$ cat src/rtl/mmio_param_fifo_if.sv
// Push/pop handshake and status bundle for mmio_param_fifo.
// master: the side that pushes, pops and flushes; slave: the FIFO itself.
interface mmio_param_fifo_if #(
    parameter int WIDTH = 64,
    parameter int DEPTH = 8
);
    logic                         clr;
    logic                         push;
    logic [WIDTH-1:0]             d;
    logic                         pop;
    logic [WIDTH-1:0]             q;
    logic                         q_valid;
    logic                         full;
    logic                         empty;
    logic                         almost_full;
    logic [$clog2(DEPTH+1)-1:0]   count;
    logic                         overflow;
    logic                         underflow;

    modport master (
        output clr, push, d, pop,
        input  q, q_valid, full, empty, almost_full, count, overflow, underflow
    );

    modport slave (
        input  clr, push, d, pop,
        output q, q_valid, full, empty, almost_full, count, overflow, underflow
    );
endinterface

$ cat src/rtl/mmio_param_fifo.sv
// Parametrised circular-buffer FIFO between the MMIO write and read paths.
// Independent push/pop handshakes, occupancy, almost-full, sticky
// overflow/underflow flags and a synchronous flush (clr).
// Build option: define MMIO_FIFO_FWFT_EN for first-word fall-through reads;
// left undefined, reads are registered (q loads one cycle after an accepted pop).
module mmio_param_fifo #(
    parameter int WIDTH    = 64,
    parameter int DEPTH    = 8,
    parameter int AF_LEVEL = DEPTH - 1
) (
    input  logic              clk,
    input  logic              rst_n,
    mmio_param_fifo_if.slave  bus
);
    localparam int CW = $clog2(DEPTH + 1);
    localparam int PW = $clog2(DEPTH);
    localparam logic [CW-1:0] DEPTH_C = CW'(DEPTH);
    localparam logic [CW-1:0] AF_C    = CW'(AF_LEVEL);
    localparam logic [PW-1:0] LAST_P  = PW'(DEPTH - 1);

    logic [WIDTH-1:0] mem [DEPTH];
    logic [PW-1:0]    wr_ptr;
    logic [PW-1:0]    rd_ptr;
    logic [CW-1:0]    count_r;
    logic             overflow_r;
    logic             underflow_r;
    logic             full_w;
    logic             empty_w;
    logic             push_ok;
    logic             pop_ok;

    // Pointers wrap explicitly so DEPTH need not be a power of two.
    function automatic logic [PW-1:0] ptr_next(input logic [PW-1:0] p);
        return (p == LAST_P) ? '0 : p + PW'(1);
    endfunction

    // Flags come only from the registered count, never from push/pop.
    always_comb begin
        full_w  = (count_r == DEPTH_C);
        empty_w = (count_r == '0);
        pop_ok  = bus.pop & ~empty_w;
        push_ok = bus.push & (~full_w | pop_ok);
    end

    assign bus.full        = full_w;
    assign bus.empty       = empty_w;
    assign bus.almost_full = (count_r >= AF_C);
    assign bus.count       = count_r;
    assign bus.overflow    = overflow_r;
    assign bus.underflow   = underflow_r;

    // Storage write; not reset, a dropped push leaves it untouched.
    always_ff @(posedge clk) begin
        if (!bus.clr && push_ok) begin
            mem[wr_ptr] <= bus.d;
        end
    end

    // Pointers, occupancy and sticky error flags; clr beats push/pop.
    always_ff @(posedge clk or negedge rst_n) begin
        if (!rst_n) begin
            wr_ptr      <= '0;
            rd_ptr      <= '0;
            count_r     <= '0;
            overflow_r  <= 1'b0;
            underflow_r <= 1'b0;
        end else if (bus.clr) begin
            wr_ptr      <= '0;
            rd_ptr      <= '0;
            count_r     <= '0;
            overflow_r  <= 1'b0;
            underflow_r <= 1'b0;
        end else begin
            if (push_ok) wr_ptr <= ptr_next(wr_ptr);
            if (pop_ok)  rd_ptr <= ptr_next(rd_ptr);
            case ({push_ok, pop_ok})
                2'b10:   count_r <= count_r + CW'(1);
                2'b01:   count_r <= count_r - CW'(1);
                default: count_r <= count_r;
            endcase
            if (bus.push && !push_ok) overflow_r  <= 1'b1;
            if (bus.pop  && !pop_ok)  underflow_r <= 1'b1;
        end
    end

`ifdef MMIO_FIFO_FWFT_EN
    // Head word is always presented; pop only acknowledges it.
    assign bus.q       = mem[rd_ptr];
    assign bus.q_valid = ~empty_w;
`else
    logic [WIDTH-1:0] q_r;
    logic             q_valid_r;

    // Registered read: head word lands on q the cycle after an accepted pop.
    always_ff @(posedge clk or negedge rst_n) begin
        if (!rst_n) begin
            q_r       <= '0;
            q_valid_r <= 1'b0;
        end else if (bus.clr) begin
            q_valid_r <= 1'b0;
        end else begin
            q_valid_r <= pop_ok;
            if (pop_ok) q_r <= mem[rd_ptr];
        end
    end

    assign bus.q       = q_r;
    assign bus.q_valid = q_valid_r;
`endif
endmodule
$ cat src/flat_wrapper.sv
// flat-port wrapper written by rule: the top's interface ports become plain ports
module mmio_param_fifo_flat 
#(
    parameter int WIDTH    = 64,
    parameter int DEPTH    = 8,
    parameter int AF_LEVEL = DEPTH - 1
)
  (clk, rst_n, bus_clr, bus_push, bus_d, bus_pop, bus_q, bus_q_valid, bus_full, bus_empty, bus_almost_full, bus_count, bus_overflow, bus_underflow);
  mmio_param_fifo_if #(.WIDTH(WIDTH), .DEPTH(DEPTH)) bus_i ();
  input  logic clk;
  input  logic rst_n;
  input wire logic [$bits(bus_i.clr)-1:0] bus_clr;
  input wire logic [$bits(bus_i.push)-1:0] bus_push;
  input wire logic [$bits(bus_i.d)-1:0] bus_d;
  input wire logic [$bits(bus_i.pop)-1:0] bus_pop;
  output wire logic [$bits(bus_i.q)-1:0] bus_q;
  output wire logic [$bits(bus_i.q_valid)-1:0] bus_q_valid;
  output wire logic [$bits(bus_i.full)-1:0] bus_full;
  output wire logic [$bits(bus_i.empty)-1:0] bus_empty;
  output wire logic [$bits(bus_i.almost_full)-1:0] bus_almost_full;
  output wire logic [$bits(bus_i.count)-1:0] bus_count;
  output wire logic [$bits(bus_i.overflow)-1:0] bus_overflow;
  output wire logic [$bits(bus_i.underflow)-1:0] bus_underflow;
  assign bus_i.clr = bus_clr;
  assign bus_i.push = bus_push;
  assign bus_i.d = bus_d;
  assign bus_i.pop = bus_pop;
  assign bus_q = bus_i.q;
  assign bus_q_valid = bus_i.q_valid;
  assign bus_full = bus_i.full;
  assign bus_empty = bus_i.empty;
  assign bus_almost_full = bus_i.almost_full;
  assign bus_count = bus_i.count;
  assign bus_overflow = bus_i.overflow;
  assign bus_underflow = bus_i.underflow;
  mmio_param_fifo #(.WIDTH(WIDTH), .DEPTH(DEPTH), .AF_LEVEL(AF_LEVEL)) u_core (.clk(clk), .rst_n(rst_n), .bus(bus_i));
endmodule
$ cat config.mk
export PLATFORM = sky130hd
export DESIGN_NAME = mmio_param_fifo_flat
export DESIGN_NICKNAME = d
export VERILOG_FILES = /design/src/rtl/mmio_param_fifo_if.sv /design/src/rtl/mmio_param_fifo.sv /design/src/flat_wrapper.sv
export SDC_FILE = /design/constraint.sdc
export NUM_CORES = 1
export LEC_CHECK = 0
export CORE_UTILIZATION = 50
export DETAILED_ROUTE_END_ITERATION = 10
export HOLD_SLACK_MARGIN = 0.08
export PLACE_DENSITY = 0.76
export SKIP_LAST_GASP = 1
export SYNTH_ARGS = -nofsm -noshare
export SYNTH_HDL_FRONTEND = slang
export SYNTH_SLANG_ARGS = --single-unit
$ cat constraint.sdc
create_clock -name clk -period 18.6 [get_ports clk]
set_clock_uncertainty 0.05 [all_clocks]
set_input_delay 3.72 -clock clk [delete_from_list [all_inputs] [get_ports clk]]
set_output_delay 3.72 -clock clk [all_outputs]
set_load 0.05 [all_outputs]
### Word-level counts from Yosys, hierarchy flattened

Memories as Yosys holds them, arrays and structs flattened. A register that Yosys moved wholly into a read port is not among the register bits.
Cells that the tools add are included.

* word-level logic and storage cells: 52
* flip-flop bits (word level): 13
* memories: 1
* RAM bits: 512
* input bits: 69

Memory list
* u_core.mem: depth 8, bits a word 64, read ports 1, clocked after Yosys merged registers in 1, write ports 1, RTL line mmio_param_fifo.sv:21 `logic [WIDTH-1:0] mem [DEPTH];`

* muxes and demuxes: 15
* reduce and logical (&&, ||, !) cells: 14
* bitwise logic cells: 6
* $add $sub $neg: 4
* magnitude comparators: 1
* eq/ne operators: 5

Operators by type and width (count)
* $mux W3: 6
* $pmux W4 S2: 1
* $reduce_bool A2 Y1: 4
* $mux W1: 7
* $add A3 B1 Y3 const B: 2
* $eq A3 B3 Y1 const B: 2
* $add A4 B1 Y4 const B: 1
* $eq A4 B4 Y1 const B: 1
* $ge A4 B3 Y1 const B: 1
* $logic_not A1 Y1: 4
* $logic_not A4 Y1: 1
* $mux W4: 1
* $sub A4 B1 Y4 const B: 1
* $logic_and A1 B1 Y1: 3
* $not A1 Y1: 3
* $reduce_bool A3 Y1: 1
* $and A1 B1 Y1: 2
* $eq A2 B1 Y1 const B: 1
* $eq A2 B2 Y1 const B: 1
* $reduce_and A2 Y1: 1
* $or A1 B1 Y1: 1

### Longest topological paths before layout

* word-level depth: 9
* gate-level depth with buffers: 8
* depth with buffers taken out: 8

### Worst setup path before layout

No wires, ideal clock.

* path kind: in2reg
* start: in bus_push
* end: mem u_core.mem[0][0], enable pin
* arrival: 10.796 ns
* path slack: 7.088 ns
* buffers on the path: 1
* stages: 3
* setup time: 0.666 ns
* data required time: 17.884 ns
* cell sequence: clkbuf_1 -> o21ai_2 -> nor4b_1

* longest elaborated chain between the ends: 4

Ends and longest elaborated chain
* from (decl): RTL line flat_wrapper.sv:13 `input wire logic [$bits(bus_i.push)-1:0] bus_push;`
* $and A1 B1 Y1: RTL line mmio_param_fifo.sv:42 `push_ok = bus.push & (~full_w | pop_ok);`
* $logic_and A1 B1 Y1: RTL line mmio_param_fifo.sv:54 `if (!bus.clr && push_ok) begin`
* $mux W1: RTL line mmio_param_fifo.sv:54
* $mux W1 (not written as such): RTL line mmio_param_fifo.sv:55 `mem[wr_ptr] <= bus.d;`
* to (decl): RTL line mmio_param_fifo.sv:21

Every way passes these cells.

### Final worst setup path

* start: reg u_core.count_r[0] (netlist: u_core.bus.count[0])
* end: out bus_empty

* longest elaborated chain between the ends: 1

Ends and longest elaborated chain
* from (decl): RTL line mmio_param_fifo.sv:24 `logic [CW-1:0] count_r;`
* from (signal assigned): RTL line mmio_param_fifo.sv:77 `2'b10: count_r <= count_r + CW'(1);`
* from (signal assigned): RTL line mmio_param_fifo.sv:78 `2'b01: count_r <= count_r - CW'(1);`
* from (signal assigned): RTL line mmio_param_fifo.sv:79 `default: count_r <= count_r;`
* $logic_not A4 Y1: RTL line mmio_param_fifo.sv:40 `empty_w = (count_r == '0);`
* to (decl): RTL line flat_wrapper.sv:19 `output wire logic [$bits(bus_i.empty)-1:0] bus_empty;`

Every way passes these cells.

==> flow_summary.yaml <==
run_status:
  status: "finished, final reports clean"
synth:
  synthesis.instances: 1036
  ys_seq_elements: 589
  ys_seq_area_share_pct: 77.8
  ys_warn_count: 0
  synth_area_leaders: "edfxtp_1 (69%), mux4_2 (13%), dfrtp_1 (8.7%)"
  yosys_most_used_dff: "edfxtp_1"
  synth-edff-count: 512
  syn-cell-area_um2: 22200
  post_synth.cell_area_avg_um2: 21.5
  synth_nets: 1112
  synth_top_area_share_pct: 69.1
  synth_top_cell_by_area: "edfxtp_1"
  synth_cell_types: 38
  async_flop_share_pct: 13.1
worst_setup_path:
  critical_path_class: "register to output port"
  critPathLaunchType: "register"
  worstPathMaxFanout: 9
  cp-end-kind: "output port"
  required_ps: 14830
  arrival_ps: 2650
die:
  core_um2: 43500
  die_h_um: 213
  start_util_pct: 51.2
  rows: 76
  dieArea_um2: 45300
  die_x_um: 213
  top_level_ports: 143
timing:
  period_needed_ps: 6420
  hold_viol: 0
  slew_headroom_pct: 28.0
  finalSetupViolations: 0
  setup_tns_ps: 0
  fin_crit_sh_pct: 34.5
  rsz0062_at_grt: "no"
  fmax_mhz: 156
  finalMaxSlewViolations: 0
  worstMarginPinSlew_ps: 1080
placed_design:
  portBuffers: 142
  hpwlAfterDp_um: 23800
  gp_congestion: 0.768
final_layout:
  nets: 1276
  layout_commonest_cell: "edfxtp_1"
  areaGrowthSynthToFinish_pct: 17.7
  drive_gt1_share_pct: 20.3
  layout_common_cells: "edfxtp_1 (512), clkdlybuf4s50_1 (141), mux4_2 (128), nor2_1 (75), dfrtp_1 (74)"
  utilization_pct: 60.2
clock_network:
  postCtsSetupRepairBufs: 0
  clk_latency_ps: 600
  cts_buffers: 56
  cts_sinks: 589
  cts_tree: "built"
  hold_buffers: 0
  h-tree-depth: 2
  clockRootBuffer: "clkbuf_16"
  clk_pin_slew_ps: 60
  cts_resized: 0
  cts_buffer_depth: 3
power:
  intPower_w: 0.00261
  powerDensity_nw_per_um2: 142
  seq_power_share_pct: 43.5
  leakage_nw: 8.30
  power.share.clock_pct: 31.6
  switchingPower_w: 0.00111
  p_sw_share_pct: 29.8
  ir_drop_mv: 0.101
  p_comb_share_pct: 24.9
grt:
  grt_pass1_vias: 11100
  antenna_found_initial: 5
  grt_max_degree: 74
  track_usage_pct: 20.1
  grt_overflow: 0
  grt_pass1_wl_um: 66700
detailed_routing:
  drc: 0
  num_vias: 10500
  avgViaCountPerCell: 5.71
  firstDrtPassIters: 5
  routed_wl_um: 43700
  antenna_left: 0
  routedWlPerCell_um: 23.8
  drtIter0Drc: 851
run:
  max_cap_viol_count: 0
worst_hold_path:
  min_path_type: "register to register"
-- state kept, by name, indices dropped and copies added, names as in the netlist --
register and count:
u_core.bus.q_valid 1, u_core.bus.q 64, u_core.bus.overflow 1, u_core.wr_ptr 3
u_core.bus.underflow 1, u_core.rd_ptr 3, u_core.mem 512, u_core.bus.count 4
-- cell type report --
| type | count | area, um^2 |
|---|---|---|
| inverters | 3 | 11.3 |
| fillers | 3015 | 17300 |
| clock inverters | 20 | 270 |
| multi-input cells | 390 | 4630 |
| well taps | 585 | 732 |
| flip-flops and latches | 589 | 17300 |
| clock buffers | 85 | 1660 |
| diodes | 3 | 7.51 |
| repair buffers | 160 | 1550 |
-- synthesized netlist by cell type (2+ instances only) --
cell type and number:
a21oi_1 70, a31oi_1 2, buf_1 7, buf_2 8
buf_4 10, buf_6 13, clkbuf_1 16, dfrtp_1 77
edfxtp_1 512, ha_1 6, inv_1 2, mux2i_1 68
mux4_2 128, nand2_1 7, nor2_1 78, nor2b_1 2
nor3_1 4, nor4_1 2, o211ai_1 2, or3_1 2
or3b_2 2, xor2_1 2
-- per-stage QoR --
stage / area [um^2] / std cells / worst slack, ps / total power (W) / hold slack, ps
after floorplan: 22200 / 1036 / 7090 / 0.00230 / 521
after global placement: 24200 / 1727 / 11870 / 0.00256 / 437
after detailed placement: 24200 / 1727 / 11780 / 0.00258 / 442
after CTS: 26200 / 1832 / 12140 / 0.00375 / 458
after global routing: 26200 / 1833 / 12090 / 0.00386 / 463
final: 26200 / 1835 / 12180 / 0.00372 / 448
-- path summary, 6_finish.rpt --
check / startpoint / to / slack, ps / cells past startpoint
worst max-delay path: u_core.bus.count[0]$_DFFE_PN0P_ / bus_empty / 12180 / 3
worst min-delay path: u_core.bus.underflow$_DFFE_PN0P_ / u_core.bus.underflow$_DFFE_PN0P_ / 450 / 2
worst max register to register: u_core.rd_ptr[0]$_DFFE_PN0P_ / u_core.bus.q[1]$_DFFE_PN0P_ / 15130 / 5
worst min register to register: u_core.bus.underflow$_DFFE_PN0P_ / u_core.bus.underflow$_DFFE_PN0P_ / 450 / 2
max in group asynchronous: rst_n / u_core.rd_ptr[2]$_DFFE_PN0P_ / 14340 / 2
min in group asynchronous: rst_n / u_core.bus.overflow$_DFFE_PN0P_ / 2940 / 1
-- power groups by stage --
| stage | Sequential, W | Clock (W) | Combinational, W |
|---|---|---|---|
| 2_1_floorplan | 0.00186 | 0 | 0.000440 |
| 3_3_place_gp | 0.00165 | 0 | 0.000916 |
| 3_5_place_dp | 0.00165 | 0 | 0.000932 |
| 4_1_cts | 0.00162 | 0.00119 | 0.000939 |
| 5_1_grt | 0.00163 | 0.00124 | 0.000986 |
| 6_report | 0.00162 | 0.00117 | 0.000924 |
-- critical path: stages (launching register included) --
cell,delay (ps)
dfrtp_1,500
or4_4,610
inv_2,120
clkdlybuf4s50_1,820
-- kinds of logic after synthesis --
kind of cell / after synthesis / share of synthesized area, %
muxes: 196 / 16.0
adders and majority gates: 7 / 0.428
DFF: 589 / 77.8
and+or+nand+nor: 104 / 2.07
buffers and inverters: 57 / 1.61
AOI/OAI and AO/OA: 81 / 1.98
xor gates and xnor gates: 2 / 0.0788
-- layer usage --
| metal | global-route usage (%) | vias to the layer above | share of wire [%] |
|---|---|---|---|
| met5 | 0 | - | 0.089 |
| met4 | 6.43 | 6 | 2.3 |
| met3 | 3.54 | 68 | 6.0 |
| met2 | 32.9 | 338 | 50 |
| met1 | 27.6 | 5522 | 42 |
| li1 | - | 4551 | - |
Power figures use the tool's default switching activity.
